===== config.mk =====
export PLATFORM = sky130hd
export DESIGN_NAME = id_ex_stage
export DESIGN_NICKNAME = d
export VERILOG_FILES = /design/src/rtl/id_ex_stage.sv
export SDC_FILE = /design/constraint.sdc
export NUM_CORES = 1
export LEC_CHECK = 0
export BUFFER_PORTS_ARGS = -buffer_cell sky130_fd_sc_hd__buf_2
export CAP_MARGIN = 20
export CORE_AREA = 2 2 129 131
export CTS_CLUSTER_SIZE = 14
export DETAILED_ROUTE_END_ITERATION = 10
export DIE_AREA = 0 0 131 133
export MAX_ROUTING_LAYER = met4
export PLACE_DENSITY = 0.78
export SLEW_MARGIN = 20
export SYNTH_ARGS = -nofsm -noshare
export SYNTH_HDL_FRONTEND = slang
export SYNTH_SLANG_ARGS = --single-unit

===== constraint.sdc =====
create_clock -name clk -period 2.05 [get_ports clk]
set_clock_uncertainty 0.2 [all_clocks]
set_input_delay 0.3075 -clock clk [delete_from_list [all_inputs] [get_ports clk]]
set_output_delay 0.3075 -clock clk [all_outputs]
set_load 0.1 [all_outputs]

===== src/rtl/id_ex_stage.sv =====
// ID/EX pipeline register with decode-stage hazard control.
// Inserts bubbles on load-use hazards and branch/jump flushes, and holds a
// MULTU in EX for MULTU_CYCLES cycles while freezing PC and IF/ID.
module id_ex_stage #(
  parameter int DATA_W       = 32,
  parameter int MULTU_CYCLES = 32
) (
  input  logic              clk,
  input  logic              rst_n,
  input  logic [3:0]        EX_in,
  input  logic [2:0]        MEM_in,
  input  logic [1:0]        WB_in,
  input  logic [5:0]        Funct_in,
  input  logic [DATA_W-1:0] RD1_in,
  input  logic [DATA_W-1:0] RD2_in,
  input  logic [DATA_W-1:0] Imm_in,
  input  logic [DATA_W-1:0] PCplus4_in,
  input  logic [4:0]        Rs_in,
  input  logic [4:0]        Rt_in,
  input  logic [4:0]        Rd_in,
  input  logic              Flush,
  output logic [3:0]        EX_out,
  output logic [2:0]        MEM_out,
  output logic [1:0]        WB_out,
  output logic [5:0]        Funct_out,
  output logic [DATA_W-1:0] RD1_out,
  output logic [DATA_W-1:0] RD2_out,
  output logic [DATA_W-1:0] Imm_out,
  output logic [DATA_W-1:0] PCplus4_out,
  output logic [4:0]        Rs_out,
  output logic [4:0]        Rt_out,
  output logic [4:0]        Rd_out,
  output logic              PCWrite,
  output logic              IFIDWrite,
  output logic              MultBusy
);

  localparam int              CNT_W    = $clog2(MULTU_CYCLES) + 1;
  localparam logic [CNT_W-1:0] CNT_LOAD = CNT_W'(MULTU_CYCLES - 1);
  // A single-cycle MULTU needs no hold at all.
  localparam logic            HOLD_EN  = (MULTU_CYCLES > 1);

  typedef enum logic {IDLE, MUL_BUSY} state_t;

  state_t             state_q, state_d;
  logic [CNT_W-1:0]   cnt_q, cnt_d;
  logic [3:0]         ex_q, ex_d;
  logic [2:0]         mem_q, mem_d;
  logic [1:0]         wb_q, wb_d;
  logic [5:0]         funct_q, funct_d;
  logic [DATA_W-1:0]  rd1_q, rd1_d;
  logic [DATA_W-1:0]  rd2_q, rd2_d;
  logic [DATA_W-1:0]  imm_q, imm_d;
  logic [DATA_W-1:0]  pc4_q, pc4_d;
  logic [4:0]         rs_q, rs_d;
  logic [4:0]         rt_q, rt_d;
  logic [4:0]         rd_q, rd_d;

  logic is_multu_in;
  logic load_use;
  logic mult_busy;

  assign is_multu_in = (EX_in[2:1] == 2'b10) && (Funct_in == 6'd25);
  // The load in EX (MemRead) writes Rt; a reader of that register in ID must wait.
  assign load_use    = mem_q[2] && (rt_q != 5'd0) && ((rt_q == Rs_in) || (rt_q == Rt_in));
  assign mult_busy   = (state_q == MUL_BUSY);

  // Next-state selection: flush beats the MULTU hold, which beats the load-use bubble.
  always_comb begin
    state_d = state_q;
    cnt_d   = cnt_q;
    ex_d    = ex_q;
    mem_d   = mem_q;
    wb_d    = wb_q;
    funct_d = funct_q;
    rd1_d   = rd1_q;
    rd2_d   = rd2_q;
    imm_d   = imm_q;
    pc4_d   = pc4_q;
    rs_d    = rs_q;
    rt_d    = rt_q;
    rd_d    = rd_q;

    if (Flush || (!mult_busy && load_use)) begin
      // Bubble: control zeroed, data fields simply follow the inputs.
      ex_d    = 4'd0;
      mem_d   = 3'd0;
      wb_d    = 2'd0;
      funct_d = 6'd0;
      rd1_d   = RD1_in;
      rd2_d   = RD2_in;
      imm_d   = Imm_in;
      pc4_d   = PCplus4_in;
      rs_d    = Rs_in;
      rt_d    = Rt_in;
      rd_d    = Rd_in;
      if (Flush) begin
        cnt_d   = '0;
        state_d = IDLE;
      end
    end else if (mult_busy) begin
      cnt_d = cnt_q - CNT_W'(1);
      if (cnt_q == CNT_W'(1)) begin
        state_d = IDLE;
      end
    end else begin
      ex_d    = EX_in;
      mem_d   = MEM_in;
      wb_d    = WB_in;
      funct_d = Funct_in;
      rd1_d   = RD1_in;
      rd2_d   = RD2_in;
      imm_d   = Imm_in;
      pc4_d   = PCplus4_in;
      rs_d    = Rs_in;
      rt_d    = Rt_in;
      rd_d    = Rd_in;
      if (is_multu_in && HOLD_EN) begin
        cnt_d   = CNT_LOAD;
        state_d = MUL_BUSY;
      end
    end
  end

  // Pipeline register and FSM state, cleared by the synchronous reset.
  always_ff @(posedge clk) begin
    if (!rst_n) begin
      state_q <= IDLE;
      cnt_q   <= '0;
      ex_q    <= '0;
      mem_q   <= '0;
      wb_q    <= '0;
      funct_q <= '0;
      rd1_q   <= '0;
      rd2_q   <= '0;
      imm_q   <= '0;
      pc4_q   <= '0;
      rs_q    <= '0;
      rt_q    <= '0;
      rd_q    <= '0;
    end else begin
      state_q <= state_d;
      cnt_q   <= cnt_d;
      ex_q    <= ex_d;
      mem_q   <= mem_d;
      wb_q    <= wb_d;
      funct_q <= funct_d;
      rd1_q   <= rd1_d;
      rd2_q   <= rd2_d;
      imm_q   <= imm_d;
      pc4_q   <= pc4_d;
      rs_q    <= rs_d;
      rt_q    <= rt_d;
      rd_q    <= rd_d;
    end
  end

  assign EX_out      = ex_q;
  assign MEM_out     = mem_q;
  assign WB_out      = wb_q;
  assign Funct_out   = funct_q;
  assign RD1_out     = rd1_q;
  assign RD2_out     = rd2_q;
  assign Imm_out     = imm_q;
  assign PCplus4_out = pc4_q;
  assign Rs_out      = rs_q;
  assign Rt_out      = rt_q;
  assign Rd_out      = rd_q;

  // A flush redirects fetch, so it always re-enables PC and IF/ID.
  assign MultBusy  = mult_busy;
  assign PCWrite   = Flush | ~(mult_busy | (load_use & (state_q == IDLE)));
  assign IFIDWrite = PCWrite;

endmodule


======== After elaboration in Yosys (flattened, before gate mapping) ========
Cells that the tools add are included.
storage, ports and cells
  logic and storage cells ................. 61
  output and inout port bits .............. 161
  bits in read-only memories .............. 0
  bits of input ports ..................... 161
  register bits after elaboration ......... 165
  bits in latches ......................... 0
  bits in writable memories ............... 0
  memories kept ........................... 0
cells by class
  bitwise operators ....................... 6
  order comparisons ....................... 0
  add/subtract/negate cells ............... 1
  $mul .................................... 0
  multiplexer cells ....................... 23
  shift operators ......................... 0
  reductions and logical operators ........ 11
  divide/modulo/power cells ............... 0
  equality and inequality tests ........... 7
operator list
  kind                   number
  $mux W32               8
  $mux W5                6
  $mux W6                4
  $eq A5 B5 Y1           2
  $eq A6 B1 Y1 const B   1
  $eq A6 B5 Y1 const B   1
  $sub A6 B1 Y6 const B  1
  $mux W1                5
  $reduce_bool A5 Y1     1
  $logic_and A1 B1 Y1    4
  $not A1 Y1             3
  $reduce_bool A3 Y1     1
  $eq A2 B2 Y1 const B   1
  $logic_or A1 B1 Y1     2
  $ne A2 B1 Y1 const B   1
  $ne A2 B2 Y1 const B   1
  $or A1 B1 Y1           2
  $reduce_and A2 Y1      1
  $reduce_or A2 Y1       1
  $and A1 B1 Y1          1
  $logic_not A1 Y1       1

======== Depth between registers and ports, before layout ========
  depth after elaboration ................. 7
  depth in mapped cells ................... 7
  mapped depth without buffers ............ 6

======== Worst setup path after synthesis ========
No wires, ideal clock.
  path kind ............................... register -> output
  from .................................... register rt_q[3], in the netlist Rt_out[3]
  to ...................................... output port PCWrite
  stages on the path, launching flop included .. 8
  arrival ................................. 3.761 ns
  setup slack ............................. -2.218 ns
  buffers on the path ..................... 2
  required time ........................... 1.542 ns
  cells stage by stage .................... dfxtp_1 -> xor2_1 -> nor3_1 -> a22oi_2 -> nor2_4 -> buf_2 -> o21bai_1 -> buf_4
on the way
  longest elaborated chain between the ends .. 7
  elaborated cells between the ends (all ways) .. 10
  those cells by class .................... eq/ne: 2; bitwise: 4; reduce/logical: 4
RTL lines
  item                                                       line  source
  from (decl)                                                56    logic [4:0] rt_q, rt_d;
  from (signal assigned)                                     153   rt_q <= rt_d;
  $eq A5 B5 Y1 or $reduce_bool A5 Y1 (tied branches)         65    assign load_use = mem_q[2] && (rt_q != 5'd0) && ((rt_q == Rs_in) || (rt_q == Rt_in));
  $logic_or A1 B1 Y1 or $logic_and A1 B1 Y1 (tied branches)  65
  $logic_and A1 B1 Y1 (*)                                    65
  $and A1 B1 Y1 (*)                                          172   assign PCWrite = Flush | ~(mult_busy | (load_use & (state_q == IDLE)));
  $or A1 B1 Y1 (*)                                           172
  $not A1 Y1 (*)                                             172
  $or A1 B1 Y1 (*)                                           172
  to (decl)                                                  33    output logic PCWrite,
Mark *: on every way between the ends. The rest lies on a longest branch, timed or not.

======== Worst setup path in the final report ========
  from .................................... register rt_q[0], in the netlist Rt_out[0]
  to ...................................... output port IFIDWrite
on the way
  longest elaborated chain between the ends .. 7
  elaborated cells between the ends (all ways) .. 10
  those cells by class .................... eq/ne: 2; bitwise: 4; reduce/logical: 4
RTL lines
  item                                                       line  source
  $eq A5 B5 Y1 or $reduce_bool A5 Y1 (tied branches)         65
  $logic_or A1 B1 Y1 or $logic_and A1 B1 Y1 (tied branches)  65
  $logic_and A1 B1 Y1 (*)                                    65
  $and A1 B1 Y1 (*)                                          172
  $or A1 B1 Y1 (*)                                           172
  $not A1 Y1 (*)                                             172
  $or A1 B1 Y1 (*)                                           172
  to (decl)                                                  34    output logic IFIDWrite,
Marks and branches as above.

==> run metrics <==
Final Critical Period between 2 and 2.5 ns; Die Wd 131 um; htree depth 4; cell taking the most area after synthesis dfxtp_1; global-route wire length before repair approximately 33 mm; setup ws final -0.350 ns; max-slew violations 0; Power Density between 800 and 900 nW/um^2; Fmax 417 MHz; failing checks negative setup slack; metal2 WL around 11 mm; startpoint types flop; P_leak between 5 and 6 nW; RSZ-0062 raised after global routing true; Max Cap Viol 0; Final ANT Viol Nets 0; Area Growth Syn to Fin 66.0%; cells along the critical path or4_4, o21ai_4, nor2_4, o21bai_4, buf_12; Hold Startpoint Funct_in[3]; layout cells sized above 1 0.320; Post-Synthesis Cell Area between 6000 and 7000 sq um; worst-path maximum fanout 2; final core occ 0.651; IO Port Bufs 321; Reg2Reg Launch Point Rt_out[0]; 1st-iter DRT viols between 300 and 400; antenna violations before repair 1; global route total overflow 0; drt drc 0; Yosys cell types 35; Worst Hold Class in2reg; Synth Instances approximately 750; Final Hold Violating Endpoints 0; Setup violations, final 2; required time of the critical path around 1.5 ns; post-synth top area share 0.521; DP HPWL around 12 mm; worst vdd ir approximately 0.6 mV; CTS root buffer clkbuf_16; routed length on met3 1.36 mm; Die Y about 130 um; GP Congestion about 0.92; Setup crit end kind output port; Die ar. about 17000 sq um; total power slightly below 9 mW; met1 WL around 8.6 mm; Post-layout nets around 1400; GRT Overall Usage 0.250; final instance count without filler cells ~1400; max incr delay on CP between 0.5 and 0.6 ns; DP Area a little over 8000 sq um; io pins about 320; Core Box Area roughly 16000 sq um; slowest cell on the critical path or4_4; 1st-pass router iterations 5; fin area 10500 sq um; worst-skew pair later-pin latency roughly 0.41 ns; status complete, but fails checks; largest cells by area after synthesis dfxtp_1 (52%), nand2_1 (17%), a21boi_0 (15%); Row Count 47; via count ~7000; Worst EP arrival 1.89 ns; Post-Syn Nets about 920; max_slew headroom 0.643; Synth Area per Inst roughly 8.4 sq um; clk buf depth 2; largest net degree at the start of global routing 98; placed insts roughly 1300; drt total wl 22.0 mm; #FFs+latches synth ~170; Setup TNS Final -0.700 ns; vias in the first global route 6971; Fillers between 1000 and 1500; wire per inst ~15 um; CTS tree yes; kind of critical path reg2out; Least-Margin Pin Slew about 0.54 ns; clk slew on worst S/H paths 0.06 ns; FF-to-FF setup slack ~0.070 ns; Clock Sinks between 150 and 200; Highest Signal Layer met4; Vias/cell 4.82; Worst Setup SP Rt_out[0]; Seq/Total Area, Yosys 0.521; Starting Density 0.392; clock buffer count from CTS 17; Syn. warnings 0; Tcrit/Tclk final 1.17
## layer usage
| metal | up-vias | GRT usage |
|---|---|---|
| li1 | 3382 | - |
| met1 | 3167 | 0.274 |
| met3 | 82 | 0.0594 |
| met2 | 338 | 0.418 |
| met4 | 0 | 0.128 |
| met5 | - | - |
## sequential cells by signal, summed over array words and instances, names as in the netlist
signal       flops
Imm_out         32
PCplus4_out     32
RD1_out         32
RD2_out         32
Funct_out        6
cnt_q            6
Rd_out           5
Rs_out           5
Rt_out           5
EX_out           4
MEM_out          3
WB_out           2
MultBusy         1
## per-stage QoR
stage / setup slack [ns] / hold slack, ns
global placement: 0.0303 / 0.234
global route: -0.425 / 0.0246
floorplan: -0.711 / 0.244
CTS: -0.374 / 0.00399
detailed placement: 0.0226 / 0.239
finish: -0.350 / 0.0240
## final timing paths
path	to	depth (start not counted)
setup / recovery	IFIDWrite	5
hold / removal	Funct_out[3]	3
hold reg to reg	Imm_out[1]	2
setup reg to reg	MultBusy	5
## where the power goes
| group | internal (mW) | total [mW] | switching, mW |
|---|---|---|---|
| clock | 1.88 | 3.25 | 1.37 |
| sequential | 3.37 | 3.46 | 0.0897 |
| combinational | 0.543 | 2.06 | 1.52 |
| total | 5.79 | 8.77 | 2.98 |
## layout make-up
cell class	instances	area (sq um)	area share
Sequential cell	165	3320	0.316
Multi-Input combinational cell	528	2850	0.271
Tap cell	220	275	0.0261
Clock buffer	19	453	0.0430
Inverter	3	11.3	0.00107
Timing Repair Buffer	499	3470	0.329
Antenna cell	1	2.50	0.000238
Clock inverter	12	144	0.0137
## logic make-up (layout without fill, tap and decap cells)
family	after synthesis	in the layout	synth area share
and+or+nand+nor	339	339	0.214
DFF	165	165	0.521
AOI/OAI and AO/OA	173	173	0.202
adders and majority gates	2	2	0.00394
buffers and inverters	60	533	0.0397
other	0	1	0
xor gates and xnor gates	14	14	0.0193
## repair_timing
action                     CTS  global route
pin swaps                    4             4
hold buffers               157             0
buffers inserted             1             2
hold endpoints to repair   157             0
gates cloned                 0             0
setup endpoints to repair    3             5
gates resized for setup      1             7
## synth_stat cells (all sizes together)
cell type,count
nand2,288
dfxtp,165
a21boi,143
clkbuf,38
nand3,30
buf,19
o21ai,19
xor2,12
nor2,6
nor3,5
inv,3
nand2b,3
a2111oi,2
a31oi,2
ha,2
nor2b,2
xnor2,2
a21oi,1
a22oi,1
a41o,1
a41oi,1
nor3b,1
nor4,1
nor4b,1
o2111ai,1
o21bai,1
o311a,1
or3,1
or4,1
## cell usage in the layout (no fill, tap or decap), drive strengths merged, types with 3 or more instances in the layout
cell type,synthesis,routed
dlygate4sd3,0,157
nand2b,3,3
a21boi,143,143
nand2,288,288
clkbuf,38,19
inv,3,9
xor2,12,12
o21ai,19,19
nor3,5,5
clkinvlp,0,3
buf,19,342
nand3,30,30
dfxtp,165,165
nor2,6,6
## critical path, delay by kind of cell (launching register included)
family                 cells  cell delay [ns]
buffers and inverters      1             0.20
and+or+nand+nor            2             0.60
DFF                        1             0.34
AOI/OAI and AO/OA          2             0.35
No activity file was read; power rests on OpenSTA's default activity.
